## src/rtl/video_scaler_timing.sv

```systemverilog
`default_nettype none
// +----------------------------------------------------------------------------+
// | video_scaler_timing: VGA timing with centred, integer-scaled FB readout    |
// | Rev 1.0                                                                    |
// +----------------------------------------------------------------------------+
module video_scaler_timing #(
    parameter int H       = 640,
    parameter int HFP     = 16,
    parameter int HS      = 96,
    parameter int HBP     = 48,
    parameter int V       = 400,
    parameter int VFP     = 12,
    parameter int VS      = 2,
    parameter int VBP     = 35,
    parameter bit HS_POL  = 1'b0,
    parameter bit VS_POL  = 1'b1,
    parameter int SRC_W   = 96,
    parameter int SRC_H   = 64,
    parameter int SCALE_X = 4,
    parameter int SCALE_Y = 4,
    parameter int ADDR_W  = 16,
    parameter int FB_BASE = 0
) (
    input  logic              pclk,
    input  logic              reset,
    input  logic [1:0]        mode,
    input  logic [7:0]        border_color,
    output logic [ADDR_W-1:0] fb_addr,
    output logic              fb_rd,
    input  logic [7:0]        fb_data,
    output logic              hs,
    output logic              vs,
    output logic              de,
    output logic [7:0]        r,
    output logic [7:0]        g,
    output logic [7:0]        b,
    output logic              frame_start
);

    localparam int HT    = H + HFP + HS + HBP;
    localparam int VT    = V + VFP + VS + VBP;
    localparam int HW    = $clog2(HT);
    localparam int VW    = $clog2(VT);
    localparam int WIN_W = SRC_W * SCALE_X;
    localparam int WIN_H = SRC_H * SCALE_Y;
    localparam int X_OFF = (H - WIN_W) / 2;
    localparam int Y_OFF = (V - WIN_H) / 2;
    localparam int SXW   = $clog2(SCALE_X + 1);
    localparam int SYW   = $clog2(SCALE_Y + 1);
    localparam int SRCXW = $clog2(SRC_W + 1);

    localparam logic [1:0] MODE_TEST   = 2'd0;
    localparam logic [1:0] MODE_RGB    = 2'd1;
    localparam logic [1:0] MODE_MONO   = 2'd2;
    localparam logic [1:0] MODE_BORDER = 2'd3;

    if (H < WIN_W) begin : g_chk_x
        $error("scaled source wider than visible area");
    end
    if (V < WIN_H) begin : g_chk_y
        $error("scaled source taller than visible area");
    end

    // ---------------- stage 0: counters, window tracking, read address -------
    logic [HW-1:0]     h_cnt_q, h_cnt_d;
    logic [VW-1:0]     v_cnt_q, v_cnt_d;
    logic              hwin_q, hwin_d;
    logic              vwin_q, vwin_d;
    logic [SXW-1:0]    sx_q, sx_d;
    logic [SYW-1:0]    sy_q, sy_d;
    logic [SRCXW-1:0]  src_x_q, src_x_d;
    logic [ADDR_W-1:0] line_base_q, line_base_d;
    logic [ADDR_W-1:0] fb_addr_q, fb_addr_d;
    logic              fb_rd_q, fb_rd_d;
    logic [1:0]        mode_q, mode_d;
    logic [7:0]        border_q, border_d;

    logic              w_line_end;
    logic              w_v_step;
    logic              w_frame_wrap;
    logic [ADDR_W-1:0] w_pix_idx;

    always_comb begin
        w_line_end   = (h_cnt_q == HW'(HT - 1));
        w_v_step     = (h_cnt_q == HW'(H + HFP));
        w_frame_wrap = w_v_step && (v_cnt_q == VW'(VT - 1));

        h_cnt_d = w_line_end ? '0 : h_cnt_q + HW'(1);
        v_cnt_d = v_cnt_q;
        if (w_v_step) begin
            v_cnt_d = w_frame_wrap ? '0 : v_cnt_q + VW'(1);
        end

        // Mode and border only change between frames so a frame is never mixed.
        mode_d   = mode_q;
        border_d = border_q;
        if (w_frame_wrap) begin
            mode_d   = mode;
            border_d = border_color;
        end

        hwin_d = (h_cnt_d >= HW'(X_OFF)) && (h_cnt_d < HW'(X_OFF + WIN_W));
        vwin_d = (v_cnt_d >= VW'(Y_OFF)) && (v_cnt_d < VW'(Y_OFF + WIN_H));

        sx_d    = sx_q;
        src_x_d = src_x_q;
        if (h_cnt_d == HW'(X_OFF)) begin
            sx_d    = '0;
            src_x_d = '0;
        end else if (hwin_q) begin
            if (sx_q == SXW'(SCALE_X - 1)) begin
                sx_d    = '0;
                src_x_d = src_x_q + SRCXW'(1);
            end else begin
                sx_d = sx_q + SXW'(1);
            end
        end

        // Row base advances by one source line each time SCALE_Y lines are done.
        sy_d        = sy_q;
        line_base_d = line_base_q;
        if (w_frame_wrap) begin
            sy_d        = '0;
            line_base_d = '0;
        end else if (w_v_step && vwin_q) begin
            if (sy_q == SYW'(SCALE_Y - 1)) begin
                sy_d        = '0;
                line_base_d = line_base_q + ADDR_W'(SRC_W);
            end else begin
                sy_d = sy_q + SYW'(1);
            end
        end

        w_pix_idx = line_base_d + ADDR_W'(src_x_d);
        fb_rd_d   = hwin_d && vwin_d && ((mode_d == MODE_RGB) || (mode_d == MODE_MONO));
        fb_addr_d = fb_addr_q;
        if (fb_rd_d) begin
            fb_addr_d = (mode_d == MODE_RGB) ? ADDR_W'(FB_BASE) + w_pix_idx
                                             : ADDR_W'(FB_BASE) + (w_pix_idx >> 3);
        end
    end

    always_ff @(posedge pclk or negedge reset) begin
        if (!reset) begin
            h_cnt_q     <= '0;
            v_cnt_q     <= '0;
            hwin_q      <= (X_OFF == 0);
            vwin_q      <= (Y_OFF == 0);
            sx_q        <= '0;
            sy_q        <= '0;
            src_x_q     <= '0;
            line_base_q <= '0;
            fb_addr_q   <= '0;
            fb_rd_q     <= 1'b0;
            mode_q      <= MODE_TEST;
            border_q    <= 8'h00;
        end else begin
            h_cnt_q     <= h_cnt_d;
            v_cnt_q     <= v_cnt_d;
            hwin_q      <= hwin_d;
            vwin_q      <= vwin_d;
            sx_q        <= sx_d;
            sy_q        <= sy_d;
            src_x_q     <= src_x_d;
            line_base_q <= line_base_d;
            fb_addr_q   <= fb_addr_d;
            fb_rd_q     <= fb_rd_d;
            mode_q      <= mode_d;
            border_q    <= border_d;
        end
    end

    assign fb_addr = fb_addr_q;
    assign fb_rd   = fb_rd_q;

    // ---------------- stage 1: carry position info while fb_data returns -----
    logic       s1_de_q, s1_de_d;
    logic       s1_hs_q, s1_hs_d;
    logic       s1_vs_q, s1_vs_d;
    logic       s1_fs_q, s1_fs_d;
    logic       s1_win_q, s1_win_d;
    logic       s1_chk_q, s1_chk_d;
    logic [2:0] s1_bit_q, s1_bit_d;
    logic [1:0] s1_mode_q, s1_mode_d;
    logic [7:0] s1_border_q, s1_border_d;

    always_comb begin
        s1_de_d     = (h_cnt_q < HW'(H)) && (v_cnt_q < VW'(V));
        s1_hs_d     = ((h_cnt_q >= HW'(H + HFP)) && (h_cnt_q < HW'(H + HFP + HS)))
                      ? HS_POL : ~HS_POL;
        s1_vs_d     = ((v_cnt_q >= VW'(V + VFP)) && (v_cnt_q < VW'(V + VFP + VS)))
                      ? VS_POL : ~VS_POL;
        s1_fs_d     = (h_cnt_q == '0) && (v_cnt_q == '0);
        s1_win_d    = hwin_q && vwin_q;
        s1_chk_d    = v_cnt_q[2] ^ h_cnt_q[2];
        s1_bit_d    = src_x_q[2:0];
        s1_mode_d   = mode_q;
        s1_border_d = border_q;
    end

    always_ff @(posedge pclk or negedge reset) begin
        if (!reset) begin
            s1_de_q     <= 1'b0;
            s1_hs_q     <= ~HS_POL;
            s1_vs_q     <= ~VS_POL;
            s1_fs_q     <= 1'b0;
            s1_win_q    <= 1'b0;
            s1_chk_q    <= 1'b0;
            s1_bit_q    <= '0;
            s1_mode_q   <= MODE_TEST;
            s1_border_q <= 8'h00;
        end else begin
            s1_de_q     <= s1_de_d;
            s1_hs_q     <= s1_hs_d;
            s1_vs_q     <= s1_vs_d;
            s1_fs_q     <= s1_fs_d;
            s1_win_q    <= s1_win_d;
            s1_chk_q    <= s1_chk_d;
            s1_bit_q    <= s1_bit_d;
            s1_mode_q   <= s1_mode_d;
            s1_border_q <= s1_border_d;
        end
    end

    // ---------------- stage 2: pixel select, RGB332 expansion, outputs -------
    logic [7:0] w_pix;
    logic [7:0] r_q, r_d;
    logic [7:0] g_q, g_d;
    logic [7:0] b_q, b_d;
    logic       hs_q, vs_q, de_q, fs_q;

    always_comb begin
        w_pix = s1_border_q;
        if (s1_win_q) begin
            case (s1_mode_q)
                MODE_TEST:   w_pix = s1_chk_q ? 8'h00 : 8'hFF;
                MODE_RGB:    w_pix = fb_data;
                MODE_MONO:   w_pix = fb_data[s1_bit_q] ? 8'h00 : 8'hFF;
                MODE_BORDER: w_pix = s1_border_q;
                default:     w_pix = s1_border_q;
            endcase
        end
        if (!s1_de_q) begin
            w_pix = 8'h00;
        end
        r_d = {w_pix[7:5], w_pix[7:5], w_pix[7:6]};
        g_d = {w_pix[4:2], w_pix[4:2], w_pix[4:3]};
        b_d = {4{w_pix[1:0]}};
    end

    always_ff @(posedge pclk or negedge reset) begin
        if (!reset) begin
            r_q  <= 8'h00;
            g_q  <= 8'h00;
            b_q  <= 8'h00;
            hs_q <= ~HS_POL;
            vs_q <= ~VS_POL;
            de_q <= 1'b0;
            fs_q <= 1'b0;
        end else begin
            r_q  <= r_d;
            g_q  <= g_d;
            b_q  <= b_d;
            hs_q <= s1_hs_q;
            vs_q <= s1_vs_q;
            de_q <= s1_de_q;
            fs_q <= s1_fs_q;
        end
    end

    assign r           = r_q;
    assign g           = g_q;
    assign b           = b_q;
    assign hs          = hs_q;
    assign vs          = vs_q;
    assign de          = de_q;
    assign frame_start = fs_q;

endmodule
`default_nettype wire
```

## config.mk

```make
export PLATFORM = sky130hd
export DESIGN_NAME = video_scaler_timing
export DESIGN_NICKNAME = d
export VERILOG_FILES = /design/src/rtl/video_scaler_timing.sv
export SDC_FILE = /design/constraint.sdc
export NUM_CORES = 1
export LEC_CHECK = 0
export CAP_MARGIN = 20
export CORE_ASPECT_RATIO = 0.5
export CORE_MARGIN = 10
export CORE_UTILIZATION = 40
export CTS_CLUSTER_DIAMETER = 150
export DETAILED_ROUTE_END_ITERATION = 6
export PLACE_DENSITY = 0.56
export SLEW_MARGIN = 10
export SYNTH_ARGS = -nofsm -noshare
export SYNTH_HDL_FRONTEND = slang
export SYNTH_SLANG_ARGS = --single-unit
```

## constraint.sdc

```tcl
create_clock -name pclk -period 5.3 [get_ports pclk]
set_input_delay 1.325 -clock pclk [delete_from_list [all_inputs] [get_ports pclk]]
set_output_delay 1.325 -clock pclk [all_outputs]
set_load 0.1 [all_outputs]
```

; ---- Yosys cells after proc, flatten, opt, wreduce, memory -nomap -nowiden
; Index checks and enable logic that the tools add are counted.
[classes]
n_eq_ne = 11
bitwise_logic = 1
n_lt_le_gt_ge = 11
reduce_logical = 17
addsub = 7
n_mux = 26
[ops]
columns = cell, count
row1 = two-way mux 16 bit, 4
row2 = two-way mux 8 bit, 4
row3 = case mux 8 bit (4 select lines), 1
row4 = less-than comparator 10 bit (second input constant), 3
row5 = less-than comparator 9 bit (second input constant), 3
row6 = two-way mux 7 bit, 3
row7 = equality test 10 bit (second input constant), 2
row8 = two-way mux 3 bit, 6
row9 = two-way mux 9 bit, 2
row10 = adder 16 x 7 -> 16 bit, 1
row11 = adder 16 x 7 -> 16 bit (second input constant), 1
row12 = logical AND 1 bit, 11
row13 = adder 10 x 1 -> 10 bit (second input constant), 1
row14 = equality test 10 x 8 -> 1 bit (second input constant), 1
row15 = >= comparator 10 bit (second input constant), 1
row16 = >= comparator 10 x 8 -> 1 bit (second input constant), 1
row17 = zero test 10 bit, 1
row18 = two-way mux 10 bit, 1
row19 = adder 9 x 1 -> 9 bit (second input constant), 1
row20 = equality test 9 bit (second input constant), 1
row21 = >= comparator 9 x 7 -> 1 bit (second input constant), 1
row22 = >= comparator 9 bit (second input constant), 1
row23 = zero test 9 bit, 1
row24 = adder 7 x 1 -> 7 bit (second input constant), 1
row25 = other kinds (12), 20
[totals]
out_inout_bits = 45
word_cells = 101
register_bits = 124

; ---- Longest topological paths before layout
[logic_depth]
ltp_word = 8
ltp_mapped = 19

; ---- Worst setup path before layout
; OpenSTA, ideal clock, no wires.
[synth_timing]
kind = register -> register
startpoint = register h_cnt_q[0]
endpoint = register fb_addr_q[12], in the netlist fb_addr[12]
t_arrival_ns = 4.760
path_stages_with_launch = 19
path_slack_ns = 0.474
required_ns = 5.235
setup_ns = 0.065
cell_sequence = dfrtp_1 > ha_1 > nand3_1 > nor4_1 > o21ai_0 > or4_1 > nor4_2 > or2_2 > inv_1 > ha_1 > a21o_1 > a21oi_1 > o21ai_0 > o211ai_1 > or4b_1 > buf_2 > or4_1 > nand3_1 > a31o_1
[synth_via]
elab_cells_between_ends = 26
[synth_lines]
columns = element, line_no
row1 = from (decl), 65  ; logic [HW-1:0] h_cnt_q, h_cnt_d;
row2 = from (signal assigned), 158  ; h_cnt_q <= h_cnt_d;
row3 = adder 10 x 1 -> 10 bit / equality test 10 bit (equally long branches), "88, 84"
row4 = two-way mux 10 bit *, 88  ; h_cnt_d = w_line_end ? '0 : h_cnt_q + HW'(1);
row5 = equality test 10 x 8 -> 1 bit *, 107  ; if (h_cnt_d == HW'(X_OFF)) begin
row6 = two-way mux 7 bit *, 107
row7 = net src_x_d[1], 71  ; logic [SRCXW-1:0] src_x_q, src_x_d;
row8 = adder 16 x 7 -> 16 bit *, 134  ; w_pix_idx = line_base_d + ADDR_W'(src_x_d);
row9 = two-way mux 16 bit *, 138  ; fb_addr_d = (mode_d == MODE_RGB) ? ADDR_W'(FB_BASE) + w_pix_idx
row10 = to (signal assigned), 166  ; fb_addr_q <= fb_addr_d;
row11 = to (decl), 73  ; logic [ADDR_W-1:0] fb_addr_q, fb_addr_d;
; Mark *: on every way through the listed nets, which the timed path passes. The rest lies on a longest branch.
; A chain may end at the register's enable or synchronous reset.

; ---- Final worst setup path
[layout_timing]
startpoint = register h_cnt_q[0]
endpoint = register fb_addr_q[11], in the netlist fb_addr[11]
; The elaborated chain is that of the path after synthesis.

==> results.ini <==
[outcome]
status=finished clean

[grt]
antenna_found_initial=0
grt-ovfl-total=0
grt_start_max_net_pins=46
grt_pass1_wl_mm=20.4
track_usage_pct=13.3
first_global_vias=3990

[critical_path]
worstSetupPathType=register to register
required_ps=5590
worstPathArrival_ps=4960
crit_path_end_kind=register
crit_buf_inv=3
cp-start-kind=register
cp_max_fo=9
slowest_delay_ps=660
path_delay_family=simple AND/OR/NAND/NOR gates
cp_slowest_cell=or4b_2
path_cells=ha_1 > nand3_1 > nor4_1 > buf_4 > o21ai_0 > or4_1 > nor4_2 > buf_4 > nor2_1 > ha_1 > o21ai_0 > a21oi_1 > o21ai_0 > nor3_1 > buf_4 > nand4b_1 > or4b_2 > o221ai_1 > mux2_2

[timing]
fin_setup_tns_ps=0
finalSetupViolations=0
tightest_slew_ps=1000
slew_viol_final=0
fmax_ghz=0.214
fin_worst_skew_ps=9.70
grt_setup_unrepaired=no
min_period_over_period_pct=88.1
slew_headroom_pct=33.1
hold_slack_ps=355
finalHoldViolations=0
period_minus_slack_ps=4670

[synthesis]
netlist_area_um2=5490
synth_seq_cells=108
yosysWarnings=0
yosysUniqueCellTypes=62
synth.yosys.seq_area_share_pct=49.3
syn-num-nets=587
postSynthAreaPerCell_um2=10.0
synth-edff-count=0
syn-instance-count=549
async_flop_share_pct=100
synthFlopType=dfrtp_1

[floorplanning]
initial_core_util_pct=40.7
die_w_um=186
rows=30
dieArea_um2=19100
die_y_um=103
pin_count=65
core_um2=13500

[power]
power_density_nw_per_um2=232
total_power_w=0.00151
p_leak_nw=2.83
peakVddDrop_v=0.000122

[routing]
wl_per_cell_um=16.2
detail-route-antenna-nets=0
via_count=4022
drc=0
drt_iter0_drc=300
finalWirelength_mm=12.6
drt-vias-per-instance=5.15
first_pass_iters=4

[clocking]
clk_latency_ps=340
post_cts_buffers=0
cts_buffer_depth=2
numClockSinks=108
cts_tree=built
cts_resized=0
htree_levels=3
root_buffer=clkbuf_16
clk_pin_slew_worst_paths_ps=70
cts_made_buffers=9
hold_buffers=0

[placement]
hpwlAfterDp_mm=9.22
place_congestion=0.801
io_buffers=64

[run]
drv_cap=0

[finish]
nets=638
num_antenna_cells=0
layout_commonest_cell=dfrtp_1
final_cell_mix=dfrtp_1 (106), nand2_1 (63), clkdlybuf4s50_1 (63)
area_delta_synth_final_pct=18.5
drive_above_1_share_pct=7.77

[min_path]
hold_path_class=register to register

[stage by stage]
| step | setup WS (ps) | std cells | utilization (%) | cell area (um^2) |
|---|---|---|---|---|
| 2_1_floorplan | 474 | 549 | - | 5490 |
| 3_5_place_dp | 654 | 765 | 46.1 | 6220 |
| 3_3_place_gp | 765 | 765 | 46.1 | 6220 |
| 4_1_cts | 612 | 781 | 48.3 | 6500 |
| 6_report | 628 | 781 | 48.3 | 6500 |
| 5_1_grt | 247 | 781 | 48.3 | 6500 |
[worst paths after layout]
path | start | end | slack (ps) | cells after the start
max | h_cnt_q[0]$_DFF_PN0_ | fb_addr[11]$_DFFE_PN0P_ | 630 | 19
min reg2reg | s1_fs_q$_DFF_PN0_ | frame_start$_DFF_PN0_ | 350 | 0
max reg2reg | h_cnt_q[0]$_DFF_PN0_ | fb_addr[11]$_DFFE_PN0P_ | 630 | 19
min in group asynchronous | reset | fb_addr[10]$_DFFE_PN0P_ | 960 | 1
max in group asynchronous | reset | s1_chk_q$_DFF_PN0_ | 3370 | 2
min | s1_fs_q$_DFF_PN0_ | frame_start$_DFF_PN0_ | 350 | 0
[where the power goes]
group	switching, W	internal, W
clock network	0.000311	0.000338
registers	0	0.000823
logic	0.0000205	0.0000165
[final cells by class]
cell class | instances | area [um^2]
Sequential cell | 108 | 2710
Tap cell | 176 | 220
Clock buffer | 11 | 243
Multi-Input combinational cell | 383 | 2490
Fill cell | 1280 | 6970
Clock inverter | 5 | 43.8
Inverter | 25 | 93.8
Timing Repair Buffer | 73 | 706
[Yosys cell counts (6+ instances only)]
cell type | instances | area share [%]
and2_1 | 6 | 0.68
nor4_1 | 13 | 1.5
mux2i_1 | 14 | 2.6
nand2_1 | 63 | 4.3
inv_1 | 23 | 1.6
ha_1 | 17 | 3.9
clkbuf_1 | 9 | 0.62
or3_1 | 7 | 0.80
a31oi_1 | 7 | 0.80
nor2_1 | 48 | 3.3
o21a_1 | 6 | 0.82
nand4_1 | 8 | 0.91
nand3_1 | 18 | 1.6
mux2_2 | 6 | 1.2
o22ai_1 | 8 | 0.91
buf_4 | 16 | 2.2
o21ai_0 | 14 | 1.3
xnor2_1 | 16 | 2.6
nor3_1 | 11 | 1.0
nor2b_1 | 15 | 1.7
a21oi_1 | 21 | 1.9
xor2_1 | 15 | 2.4
nand2b_1 | 8 | 0.91
dfrtp_1 | 106 | 48
[flip-flops by register name (all words and copies together) (netlist names), 7 cells and up]
register,cells
s1_border_q,8
line_base_q,16
fb_addr,16
v_cnt_q,9
src_x_q,7
h_cnt_q,10
border_q,8
[logic make-up after synthesis]
kind of cell,synth area share (%)
AND/OR/NAND/NOR,22.0
flip-flops,49.3
AO/OA/AOI/OAI,9.62
buffers and inverters,5.31
XOR/XNOR,4.95
multiplexers,4.61
adder cells (fa/ha/maj),4.24
[per-layer routing]
layer | global-route usage (%) | share of wire [%]
met1 | 19.1 | 53
met2 | 19.6 | 41
met3 | 3.52 | 6.0
met4 | 2.77 | 0.70
met5 | 0 | 0
No activity file was read; power rests on OpenSTA's default activity.
